## src/rtl/branch_resolve_unit.sv

```systemverilog
// Branch resolve unit: decodes ALU SUB flags + funct3 into a branch decision, buffered in a 2-entry skid FIFO.
// Optional per-decision statistics counters are enabled by defining BRU_STATS_EN.
module branch_resolve_unit #(
  parameter int N     = 32,
  parameter int DEPTH = 2
) (
  input  logic         clk,
  input  logic         rst,
  input  logic         in_valid,
  output logic         in_ready,
  input  logic         zero,
  input  logic         negative,
  input  logic         carry,
  input  logic         overflow,
  input  logic [2:0]   funct3,
  input  logic [N-1:0] pc,
  input  logic [N-1:0] imm,
  output logic         out_valid,
  input  logic         out_ready,
  output logic         taken,
  output logic [N-1:0] target,
  output logic         illegal
`ifdef BRU_STATS_EN
  ,
  output logic [15:0]  stat_taken,
  output logic [15:0]  stat_not_taken,
  output logic [15:0]  stat_illegal
`endif
);

  generate
    if (DEPTH != 2) begin : g_depth_err
      $error("branch_resolve_unit: DEPTH must be 2");
    end
  endgenerate

  typedef enum logic [1:0] {S_EMPTY, S_ONE, S_FULL} state_t;

  state_t       r_state, w_state_nxt;
  logic         r_in_ready, r_out_valid;
  logic         w_push, w_pop, w_ld_head, w_ld_tail, w_shift;
  logic         w_cond, w_illegal;
  logic [N-1:0] w_target;
  logic         r_hd_taken, r_hd_illegal, r_tl_taken, r_tl_illegal;
  logic [N-1:0] r_hd_target, r_tl_target;

  assign w_push    = in_valid & r_in_ready;
  assign w_pop     = r_out_valid & out_ready;
  assign in_ready  = r_in_ready;
  assign out_valid = r_out_valid;
  assign taken     = r_hd_taken;
  assign illegal   = r_hd_illegal;
  assign target    = r_hd_target;

  always_comb begin
    w_cond    = 1'b0;
    w_illegal = 1'b0;
    case (funct3)
      3'b000:         w_cond = zero;
      3'b001:         w_cond = ~zero;
      3'b100:         w_cond = negative ^ overflow;
      3'b101:         w_cond = ~(negative ^ overflow);
      3'b110:         w_cond = ~carry;
      3'b111:         w_cond = carry;
      default:        w_illegal = 1'b1;
    endcase
  end

  // Modulo-2^N adds; carry-out intentionally dropped
  assign w_target = w_cond ? (pc + imm) : (pc + {{(N-3){1'b0}}, 3'd4});

  always_comb begin
    w_state_nxt = r_state;
    w_ld_head   = 1'b0;
    w_ld_tail   = 1'b0;
    w_shift     = 1'b0;
    case (r_state)
      S_EMPTY: begin
        if (w_push) begin
          w_state_nxt = S_ONE;
          w_ld_head   = 1'b1;
        end
      end
      S_ONE: begin
        if (w_push && w_pop) begin
          w_ld_head = 1'b1;
        end else if (w_push) begin
          w_state_nxt = S_FULL;
          w_ld_tail   = 1'b1;
        end else if (w_pop) begin
          w_state_nxt = S_EMPTY;
        end
      end
      S_FULL: begin
        if (w_pop) begin
          w_state_nxt = S_ONE;
          w_shift     = 1'b1;
        end
      end
      default: w_state_nxt = S_EMPTY;
    endcase
  end

  always_ff @(posedge clk or posedge rst) begin
    if (rst) begin
      r_state     <= S_EMPTY;
      r_in_ready  <= 1'b1;
      r_out_valid <= 1'b0;
    end else begin
      r_state     <= w_state_nxt;
      r_in_ready  <= (w_state_nxt != S_FULL);
      r_out_valid <= (w_state_nxt != S_EMPTY);
    end
  end

  // Storage is reset too so the idle output reads zero after reset
  always_ff @(posedge clk or posedge rst) begin
    if (rst) begin
      r_hd_taken   <= 1'b0;
      r_hd_illegal <= 1'b0;
      r_hd_target  <= '0;
      r_tl_taken   <= 1'b0;
      r_tl_illegal <= 1'b0;
      r_tl_target  <= '0;
    end else begin
      if (w_ld_head) begin
        r_hd_taken   <= w_cond;
        r_hd_illegal <= w_illegal;
        r_hd_target  <= w_target;
      end else if (w_shift) begin
        r_hd_taken   <= r_tl_taken;
        r_hd_illegal <= r_tl_illegal;
        r_hd_target  <= r_tl_target;
      end
      if (w_ld_tail) begin
        r_tl_taken   <= w_cond;
        r_tl_illegal <= w_illegal;
        r_tl_target  <= w_target;
      end
    end
  end

`ifdef BRU_STATS_EN
  function automatic logic [15:0] sat_inc(input logic [15:0] v);
    return (v == 16'hFFFF) ? v : v + 16'd1;
  endfunction

  logic [15:0] r_stat_taken, r_stat_not_taken, r_stat_illegal;

  always_ff @(posedge clk or posedge rst) begin
    if (rst) begin
      r_stat_taken     <= '0;
      r_stat_not_taken <= '0;
      r_stat_illegal   <= '0;
    end else if (w_pop) begin
      if (r_hd_illegal)    r_stat_illegal   <= sat_inc(r_stat_illegal);
      else if (r_hd_taken) r_stat_taken     <= sat_inc(r_stat_taken);
      else                 r_stat_not_taken <= sat_inc(r_stat_not_taken);
    end
  end

  assign stat_taken     = r_stat_taken;
  assign stat_not_taken = r_stat_not_taken;
  assign stat_illegal   = r_stat_illegal;
`endif

endmodule

```

## config.mk

```make
export PLATFORM = sky130hd
export DESIGN_NAME = branch_resolve_unit
export DESIGN_NICKNAME = d
export VERILOG_FILES = /design/src/rtl/branch_resolve_unit.sv
export SDC_FILE = /design/constraint.sdc
export NUM_CORES = 1
export LEC_CHECK = 0
export ABC_CLOCK_PERIOD_IN_PS = 8200
export BUFFER_PORTS_ARGS = -buffer_cell sky130_fd_sc_hd__buf_4
export CORE_ASPECT_RATIO = 0.6
export CORE_MARGIN = 5
export CORE_UTILIZATION = 27
export DETAILED_ROUTE_END_ITERATION = 7
export GPL_TIMING_DRIVEN = 0
export PLACE_DENSITY = 0.44
export RECOVER_POWER = 50
export SETUP_SLACK_MARGIN = 0.15
export SLEW_MARGIN = 0
export SYNTH_ARGS = -nofsm -noshare
export SYNTH_HDL_FRONTEND = slang
export SYNTH_SLANG_ARGS = --single-unit
```

## constraint.sdc

```tcl
create_clock -name clk -period 8.2 [get_ports clk]
set_clock_uncertainty 0.1 [all_clocks]
set_input_delay 2.46 -clock clk [delete_from_list [all_inputs] [get_ports clk]]
set_output_delay 2.46 -clock clk [all_outputs]
set_load 0.02 [all_outputs]
```

==> qor.txt, run 1 <==
First-pass GRT wire length: 32,000 um
Critical Path RT: 7.77 ns
Sink Count: 72
Detail Route Antenna Nets: 0
Yosys Warn Count: 0
Number of synthesized flops with an enable pin: 0
Io pins: 111
Setup Fix Bufs, Post-CTS: 0
Asr flop ratio synth: 100%
RSZ-0062 raised after global routing: false
Seq cells post-synth: 72
Remaining Overflow, GRT: 0
Placed Instance Area: 6900 um2
Mean Syn Cell Area: 7.72 um2
Failing checks: capacitance limit, slew limit
Initial Util: 27.3%
Post-DP HPWL: 17,100 um
GPL Wtd Cong: 0.881
Slew @ Worst Pin: 3.41 ns
Top post-synthesis cells by area: dfrtp_1 (31%), nand2_1 (10%), ha_1 (7.0%)
Slew HR: -127%
Final min period: 5.75 ns
Post-CTS sizing: 0
Post-synthesis cell type count: 65
Hold buffers post-CTS: 0
Initial antenna violation count: 1
Syn Inst Count: 737
Std-Cell Core Area: 20,900 um2
Crit. End Element: asynchronous set/reset pin
Non-filler cells, final: 1,143
Crit path DAT: 5.32 ns
Diodes inserted: 0
Die Y: 122 um
Share of the yosys chip area belonging to registers: 31.7%
Setup TNS: 0 ns
Num CTS Buffers: 9
All-Layer GR Usage: 17.2%
Largest net degree at the start of global routing: 64
Clock slew at reported path FFs: 0.06 ns
Pwr Density: 276 nW/um2
Most common cell in the synthesized netlist: nand2_1
Area Growth Syn to Fin: 25.3%
Crit share post-route: 70.1%
Clock buffer depth: 2
Worst min path class: flip-flop to flip-flop
Row count: 41
Final Hold Viols: 0
Pleak: 3.17 nW
H-tree depth: 3
CTS tree: built
Synth Cell Area: 5690 um2
Slew Viols, Final: 64
Drt wl/cell: 18.5 um
Share of post-route cells with drive strength above 1: 15.2%
Top cells by count, synth: nand2_1 (151), dfrtp_1 (71), a21oi_1 (61)
Final Routed Wirelength: 21,200 um
Crit start category: primary input
Die Width: 197 um
Via/cell ratio: 4.95
Final instance area: 7130 um2
Synth top area share: 31.2%
Commonest register cell after synthesis: dfrtp_1
Drc violations: 0
Status: complete, but fails checks
Synth area leader: dfrtp_1
Initial drt markers: 489
Vias in the first global route: 5,237
End-of-flow core utilization: 34.2%
Fin nets: 967
# setup viols final: 0
Die area: 24,200 um2
Crit-path max FO: 63
Root Driver: clkbuf_16
Vias: 5,660
Post-synth net total: 845
Max_cap viols: 1
Inst Count DP: 1,127
Critical path class: primary input to asynchronous set/reset pin
VDD IR-drop max: 0.139 mV
Fmax: 0.174 GHz
IO buf count: 110
Clk_lat worst skew: 0.33 ns
Pre-Repair DR Iteration Count: 7
==> cell usage in the layout (no fill, tap or decap), types with 21 or more instances in the layout <==
master / netlist / final
a21oi_1: 61 / 61
buf_4: 0 / 93
clkbuf_1: 31 / 49
dfrtp_1: 71 / 71
ha_1: 32 / 32
nand2_1: 151 / 151
nand3_1: 25 / 25
nor2_1: 50 / 50
o21ai_0: 51 / 51
xnor2_1: 28 / 28
xor2_1: 21 / 21
==> worst max-delay path, stage by stage <==
cell and delay, ns:
clkbuf_4 0.11, clkinvlp_2 0.26, clkbuf_1 2.44
==> registers in the layout, summed over array words and instances, names as in the netlist <==
signal / cells
illegal: 1
in_ready: 1
out_valid: 1
r_state: 2
r_tl_illegal: 1
r_tl_taken: 1
r_tl_target: 32
taken: 1
target: 32
==> layout make-up <==
class / count / area [um2]
plain buffers: 39 / 156
clock buffers: 13 / 250
clock inverters: 3 / 65.1
fillers: 2284 / 13700
inverters: 20 / 76.3
multi-input cells: 606 / 3660
flip-flops and latches: 72 / 1800
well taps: 279 / 349
repair buffers: 111 / 777
==> cell families after synthesis <==
family                   Yosys count  synth area share, %
AO/OA/AOI/OAI                    200                 22.2
adder cells (fa/ha/maj)           33                 7.39
multiplexers                      12                 2.13
flip-flops                        72                 31.7
XOR/XNOR                          49                 7.54
AND/OR/NAND/NOR                  312                 25.0
buffers and inverters             59                 4.07
==> path summary, 6_finish.rpt <==
kind / startpoint / endpoint / slack (ns) / cells past startpoint
worst max-delay path: rst / r_tl_target[27]$_DFFE_PP0P_ / 2.45 / 3
worst min-delay path: r_tl_taken$_DFFE_PP0P_ / r_tl_taken$_DFFE_PP0P_ / 0.38 / 2
worst max register to register: in_ready$_DFF_PP1_ / target[31]$_DFFE_PP0P_ / 5.81 / 8
worst min register to register: r_tl_taken$_DFFE_PP0P_ / r_tl_taken$_DFFE_PP0P_ / 0.38 / 2
max in group clk: pc[0] / target[22]$_DFFE_PP0P_ / 3.04 / 11
min in group asynchronous: rst / target[20]$_DFFE_PP0P_ / 2.01 / 2
==> routing by layer <==
metal  up-vias  track usage, %  wire, um
met4         0            1.69       100
met1      2624            29.9     12100
met3         9            3.37      1320
met5         -               0         0
li1       2859               -         -
met2       168            21.3      7610
==> per-stage QoR <==
| stage | power [mW] | hold slack [ns] | worst slack [ns] |
|---|---|---|---|
| after global placement | 1.59 | 0.364 | 2.64 |
| final | 1.97 | 0.377 | 2.45 |
| after CTS | 2.01 | 0.381 | 3.02 |
| after global routing | 2.12 | 0.397 | 1.60 |
| after detailed placement | 1.59 | 0.366 | 2.69 |
| after floorplan | 1.20 | 0.346 | 3.41 |
==> power by group <==
group	internal, mW	switching [mW]	leakage, nW
clock	0.275	0.146	0.154
sequential	0.531	0.107	0.863
combinational	0.344	0.570	2.15
total	1.15	0.823	3.17
Power figures use the tool's default switching activity.
==> inputs of run 2 (changes only) <==
Settings changed: ABC_CLOCK_PERIOD_IN_PS 8200 to 5700.
Clock period 8.2 ns to 5.7 ns, I/O delays scaled along.
==> run 2 against run 1 <==
Against the previous run:
- the run now ends clean
- die area unchanged
- worst setup slack got worse by 1.2 ns
- non-clock buffer count did not move
- critical path type is now primary input to flip-flop
==> qor.txt, run 2 (synthesized netlist as in run 1, its figures left out) <==
Worst slack, placed: 0.938 ns
Slew HR: 44.7%
Std-Cell Core Area: 20,900 um2
R2R Path Start: in_ready$_DFF_PP1_
Diodes inserted: 0
End-of-flow core utilization: 34.3%
Crit path DAT: 4.49 ns
Initial Util: 27.3%
Sink Count: 72
Critical Path RT: 5.79 ns
Fmax: 0.227 GHz
Post-CTS sizing: 0
VDD IR-drop max: 0.200 mV
Vias: 5,660
Crit start category: primary input
Setup ws final: 1.29 ns
H-tree depth: 3
Die Y: 122 um
Fin nets: 967
Final min period: 4.41 ns
R2R Path End: target[31]$_DFFE_PP0P_
Final Routed Wirelength: 21,100 um
Initial drt markers: 489
Drt wl/cell: 18.5 um
Setup slack, reg-to-reg: 3.31 ns
Via/cell ratio: 4.95
Crit share post-route: 77.3%
IO buf count: 110
Area Growth Syn to Fin: 25.8%
Vias in the first global route: 5,237
CP Capture Point: target[22]$_DFFE_PP0P_
Num CTS Buffers: 9
Pre-Repair DR Iteration Count: 7
Most frequent cells in the layout: nand2_1 (151), buf_4 (93), dfrtp_1 (71)
Remaining Overflow, GRT: 0
Slew @ Worst Pin: 0.822 ns
Row count: 41
Setup Fix Bufs, Post-CTS: 0
Final Hold Viols: 0
Pwr Density: 397 nW/um2
Post-DP HPWL: 17,100 um
Die Width: 197 um
CP cell instances: buf_4 -> ha_1 -> fa_1 -> a21o_1 -> a21boi_2 -> nor3_1 -> nor3_1 -> o21ai_0 -> xor2_1 -> mux2i_1 -> o21ai_0
Largest net degree at the start of global routing: 64
Crit. Startpoint: pc[0]
Status: finished, final reports clean
Initial antenna violation count: 1
Detail Route Antenna Nets: 0
Critical Path Slowest Stage Cell: mux2i_1
Worst reg2reg path depth: 8
Critical path class: primary input to flip-flop
Clk_lat worst skew: 0.33 ns
Hold buffers post-CTS: 0
Max_cap viols: 0
Inst Count DP: 1,127
Pleak: 3.18 nW
Setup TNS: 0 ns
All-Layer GR Usage: 17.2%
CP max stage delay: 0.47 ns
Fillcell total: 2,280
Slew Viols, Final: 0
# setup viols final: 0
CTS tree: built
RSZ-0062 raised after global routing: false
Share of post-route cells with drive strength above 1: 15.3%
Drc violations: 0
Crit-path max FO: 4
Worst min path class: flip-flop to flip-flop
Clock slew at reported path FFs: 0.06 ns
Die area: 24,200 um2
First-pass GRT wire length: 32,000 um
Non-filler cells, final: 1,143
Io pins: 111
Root Driver: clkbuf_16
GPL Wtd Cong: 0.881
Most common cell after layout, fill and taps aside: nand2_1
Crit. End Element: flip-flop
Clock buffer depth: 2
run 2: cell types whose count changed in the layout (fill, tap and decap cells not counted):
cell / change
buf_16: +1
clkbuf_1: -1
run 2: how the worst min path moves through the flow:
stage	endpoint	slack [ns]	start	cells after the start
finish	r_tl_taken$_DFFE_PP0P_	0.38	r_tl_taken$_DFFE_PP0P_	2
global route	r_tl_target[0]$_DFFE_PP0P_	0.40	r_tl_target[0]$_DFFE_PP0P_	2
CTS	r_tl_target[6]$_DFFE_PP0P_	0.38	r_tl_target[6]$_DFFE_PP0P_	2
detailed placement	r_tl_target[20]$_DFFE_PP0P_	0.37	r_tl_target[20]$_DFFE_PP0P_	2
global placement	r_tl_target[28]$_DFFE_PP0P_	0.36	r_tl_target[28]$_DFFE_PP0P_	2
floorplan	r_tl_target[23]$_DFFE_PP0P_	0.35	r_tl_target[23]$_DFFE_PP0P_	2
run 2: final cells by class:
| type | instances | area [um2] | share of cell area, % |
|---|---|---|---|
| Multi-Input combinational cell | 606 | 3660 | 51.1 |
| Sequential cell | 72 | 1800 | 25.2 |
| Timing Repair Buffer | 111 | 801 | 11.2 |
| Tap cell | 279 | 349 | 4.88 |
| Clock buffer | 13 | 250 | 3.50 |
| Buffer | 39 | 156 | 2.18 |
| Inverter | 20 | 76.3 | 1.07 |
| Clock inverter | 3 | 65.1 | 0.909 |
run 2: report_power, final:
group / internal [mW] / switching [mW]
clock: 0.395 / 0.210
combinational: 0.496 / 0.821
sequential: 0.763 / 0.154
total: 1.65 / 1.18
run 2: layer usage:
layer / track usage [%] / part of all wire [%] / vias to the layer above
met4: 1.69 / 0.47 / 0
met3: 3.37 / 6.2 / 9
li1: - / - / 2859
met2: 21.3 / 36 / 166
met5: 0 / 0 / -
met1: 29.9 / 57 / 2626
run 2: through the flow:
step	power [mW]	cell area, um2	hold WS (ns)
after floorplan	1.72	5690	0.346
after global placement	2.28	6870	0.364
after detailed placement	2.29	6900	0.366
after CTS	2.90	7210	0.381
after global routing	3.05	7160	0.397
final	2.84	7160	0.377
run 2: worst max-delay path: cells and delay by family:
family | cells | cell delay, ns
adders and majority gates | 2 | 0.63
AOI/OAI and AO/OA | 4 | 0.81
buffers and inverters | 1 | 0.11
xor gates and xnor gates | 1 | 0.17
and+or+nand+nor | 2 | 0.58
muxes | 1 | 0.47
==> inputs of run 3 (changes only) <==
Settings changed: ABC_AREA set to 1, ABC_CLOCK_PERIOD_IN_PS 5700 to 3800, PLACE_DENSITY 0.44 to 0.45.
Clock period 5.7 ns to 3.8 ns, I/O delays scaled along.
==> run 3 against run 2 <==
Against the previous run:
- core utilization fell by 0.56 points
- first-iteration DRC count rose by 6.1%
- register-to-register slack got worse by 1.6 ns
- synthesized area rose by 12%
- highest routed layer unchanged
==> qor.txt, run 3 <==
All-Layer GR Usage: 17.6%
First-pass GRT wire length: 37,100 um
Critical Path RT: 3.91 ns
Remaining Overflow, GRT: 0
Number of synthesized flops with an enable pin: 0
Worst reg2reg path depth: 7
Most common cell in the synthesized netlist: nand2_1
Synth Cell Area: 6390 um2
Initial drt markers: 519
Max_cap viols: 0
Root Driver: clkbuf_16
WHS Path Cells: 2
Final Routed Wirelength: 24,200 um
Synth Area in Compound Gates: 9.08%
Pwr Density: 551 nW/um2
Die Width: 209 um
Slew HR: 12.7%
Drt wl/cell: 16.3 um
Post-Synth XOR/XNOR Area: 4.79%
Post-synth net total: 1,148
Fillcell total: 2,624
Final Hold Viols: 0
Via/cell ratio: 4.62
Pleak: 4.22 nW
Die Y: 129 um
Mean Syn Cell Area: 6.15 um2
Slew Viols, Final: 0
Crit start category: primary input
Setup slack, reg-to-reg: 1.67 ns
Crit share post-route: 84.8%
Vias: 6,849
Initial Util: 27.6%
VDD IR-drop max: 0.257 mV
Area Growth Syn to Fin: 22.3%
Share of the yosys chip area belonging to registers: 28.2%
Setup TNS: 0 ns
GPL Wtd Cong: 0.898
Status: finished, final reports clean
Critical path class: primary input to flip-flop
Sink Count: 72
Switching Fraction: 45.1%
Seq cells post-synth: 72
Adder-Cell Fraction of Synth Area: 6.57%
Post-synthesis cell type count: 40
Post-CTS sizing: 0
RSZ-0062 raised after global routing: false
Io pins: 111
IO buf count: 110
Synth top area share: 27.8%
Design Power: 4.31 mW
Clk_lat worst skew: 0.32 ns
Crit. End Element: flip-flop
Top post-synthesis cells by area: dfrtp_1 (28%), nand2_1 (24%), inv_1 (8.1%)
Clock slew at reported path FFs: 0.06 ns
Fin nets: 1,270
CTS tree: built
Std-Cell Core Area: 23,200 um2
# setup viols final: 0
Pre-Repair DR Iteration Count: 5
Asr flop ratio synth: 100%
Diodes inserted: 0
Combinational group share of total power: 50.2%
Die area: 27,000 um2
Slew @ Worst Pin: 1.30 ns
Largest family of logic cells by synthesized area: simple AND/OR/NAND/NOR gates
Yosys Warn Count: 0
Row count: 43
P_int: 2.37 mW
Final min period: 3.22 ns
Vias in the first global route: 6,294
Clock buffer depth: 2
Initial antenna violation count: 0
Syn Inst Count: 1,040
Synth area leader: dfrtp_1
Drc violations: 0
Crit-path max FO: 4
Worst hold slack: 0.379 ns
H-tree depth: 3
Most common cell after layout, fill and taps aside: nand2_1
Simple-gate area share of the yosys netlist: 41.3%
Num CTS Buffers: 9
Largest net degree at the start of global routing: 51
Most frequent cells in the layout: nand2_1 (403), inv_1 (137), nor2_1 (107)
Crit path DAT: 3.33 ns
Top cells by count, synth: nand2_1 (403), inv_1 (138), nor2_1 (107)
Mux share of post-synthesis cell area: 0.157%
Flop pwr share: 31.8%
Detail Route Antenna Nets: 0
Worst min path class: flip-flop to flip-flop
Sw Pwr: 1.95 mW
Commonest register cell after synthesis: dfrtp_1
Setup Fix Bufs, Post-CTS: 0
Post-DP HPWL: 20,300 um
Fmax: 0.310 GHz
Hold buffers post-CTS: 0
Share of post-route cells with drive strength above 1: 11.8%
Clock share of power: 17.9%
==> run 3: cell count changes in the layout (fill, tap and decap cells not counted), moves of 8 or more <==
| cell | delta |
|---|---|
| nor3_1 | -9 |
| nand2_1 | +252 |
| o21ai_0 | -21 |
| xnor2_1 | -17 |
| nand3_1 | +52 |
| mux2i_1 | -10 |
| a21oi_1 | -29 |
| or3_1 | -9 |
| inv_1 | +118 |
| a21o_1 | -8 |
| a211oi_1 | -8 |
| clkbuf_1 | -18 |
| and3_1 | -17 |
| nor2_1 | +57 |
==> run 3: path summary, 6_finish.rpt <==
kind | start | endpoint
min | target[11]$_DFFE_PP0P_ | target[11]$_DFFE_PP0P_
min in group asynchronous | rst | illegal$_DFFE_PP0P_
min reg2reg | target[11]$_DFFE_PP0P_ | target[11]$_DFFE_PP0P_
max reg2reg | out_valid$_DFF_PP0_ | r_tl_target[13]$_DFFE_PP0P_
max | pc[0] | target[20]$_DFFE_PP0P_
max in group asynchronous | rst | target[24]$_DFFE_PP0P_
==> run 3: area by class of cell <==
type                            instances  area [um2]  share of cell area [%]
Timing Repair Buffer                  111         763                    9.76
Clock buffer                           13         250                    3.20
Tap cell                              315         394                    5.04
Sequential cell                        72        1800                    23.1
Buffer                                 23         106                    1.36
Multi-Input combinational cell        805        3960                    50.6
Clock inverter                          3        17.5                   0.224
Inverter                              140         527                    6.73
==> run 3: cells by family (layout without fill, tap and decap cells) <==
| kind of cell | count (synthesis) | after routing |
|---|---|---|
| AO/OA/AOI/OAI | 101 | 101 |
| adder cells (fa/ha/maj) | 33 | 33 |
| multiplexers | 1 | 1 |
| AND/OR/NAND/NOR | 635 | 635 |
| flip-flops | 72 | 72 |
| buffers and inverters | 163 | 290 |
| XOR/XNOR | 35 | 35 |
==> run 3: layer usage <==
| layer | share of wire (%) | vias up | global-route usage (%) |
|---|---|---|---|
| li1 | - | 3525 | - |
| met1 | 56 | 3115 | 29.7 |
| met2 | 37 | 201 | 23.8 |
| met3 | 7.1 | 8 | 3.15 |
| met4 | 0.23 | 0 | 0.805 |
| met5 | 0 | - | 0 |
==> run 3: power by group through the flow <==
stage / clock network (mW) / logic, mW / registers, mW
final: 0.774 / 2.17 / 1.37
after global routing: 0.820 / 2.44 / 1.42
after CTS: 0.793 / 2.28 / 1.38
after detailed placement: 0 / 2.27 / 1.39
after global placement: 0 / 2.26 / 1.39
after floorplan: 0 / 1.18 / 1.57
==> run 3: worst max-delay path, cell delays in order <==
cell	delay (ns)
buf_4	0.12
ha_1	0.22
fa_1	0.46
nand3_1	0.12
nand3_1	0.16
nand3_1	0.12
nand3_1	0.29
nand2_1	0.19
nand3b_1	0.08
nand3_1	0.14
nand3_1	0.08
nand2_1	0.15
nand2_1	0.07
==> run 3: metrics by stage <==
stage                     util [%]  worst slack [ns]  instances  cell area, um2
after CTS                     34.1             0.631       1482            7910
after floorplan                  -             0.737       1040            6390
after global placement        32.8            -0.419       1465            7610
after global routing          33.7             0.458       1482            7820
after detailed placement      33.0             0.292       1466            7640
final                         33.7             0.579       1482            7820
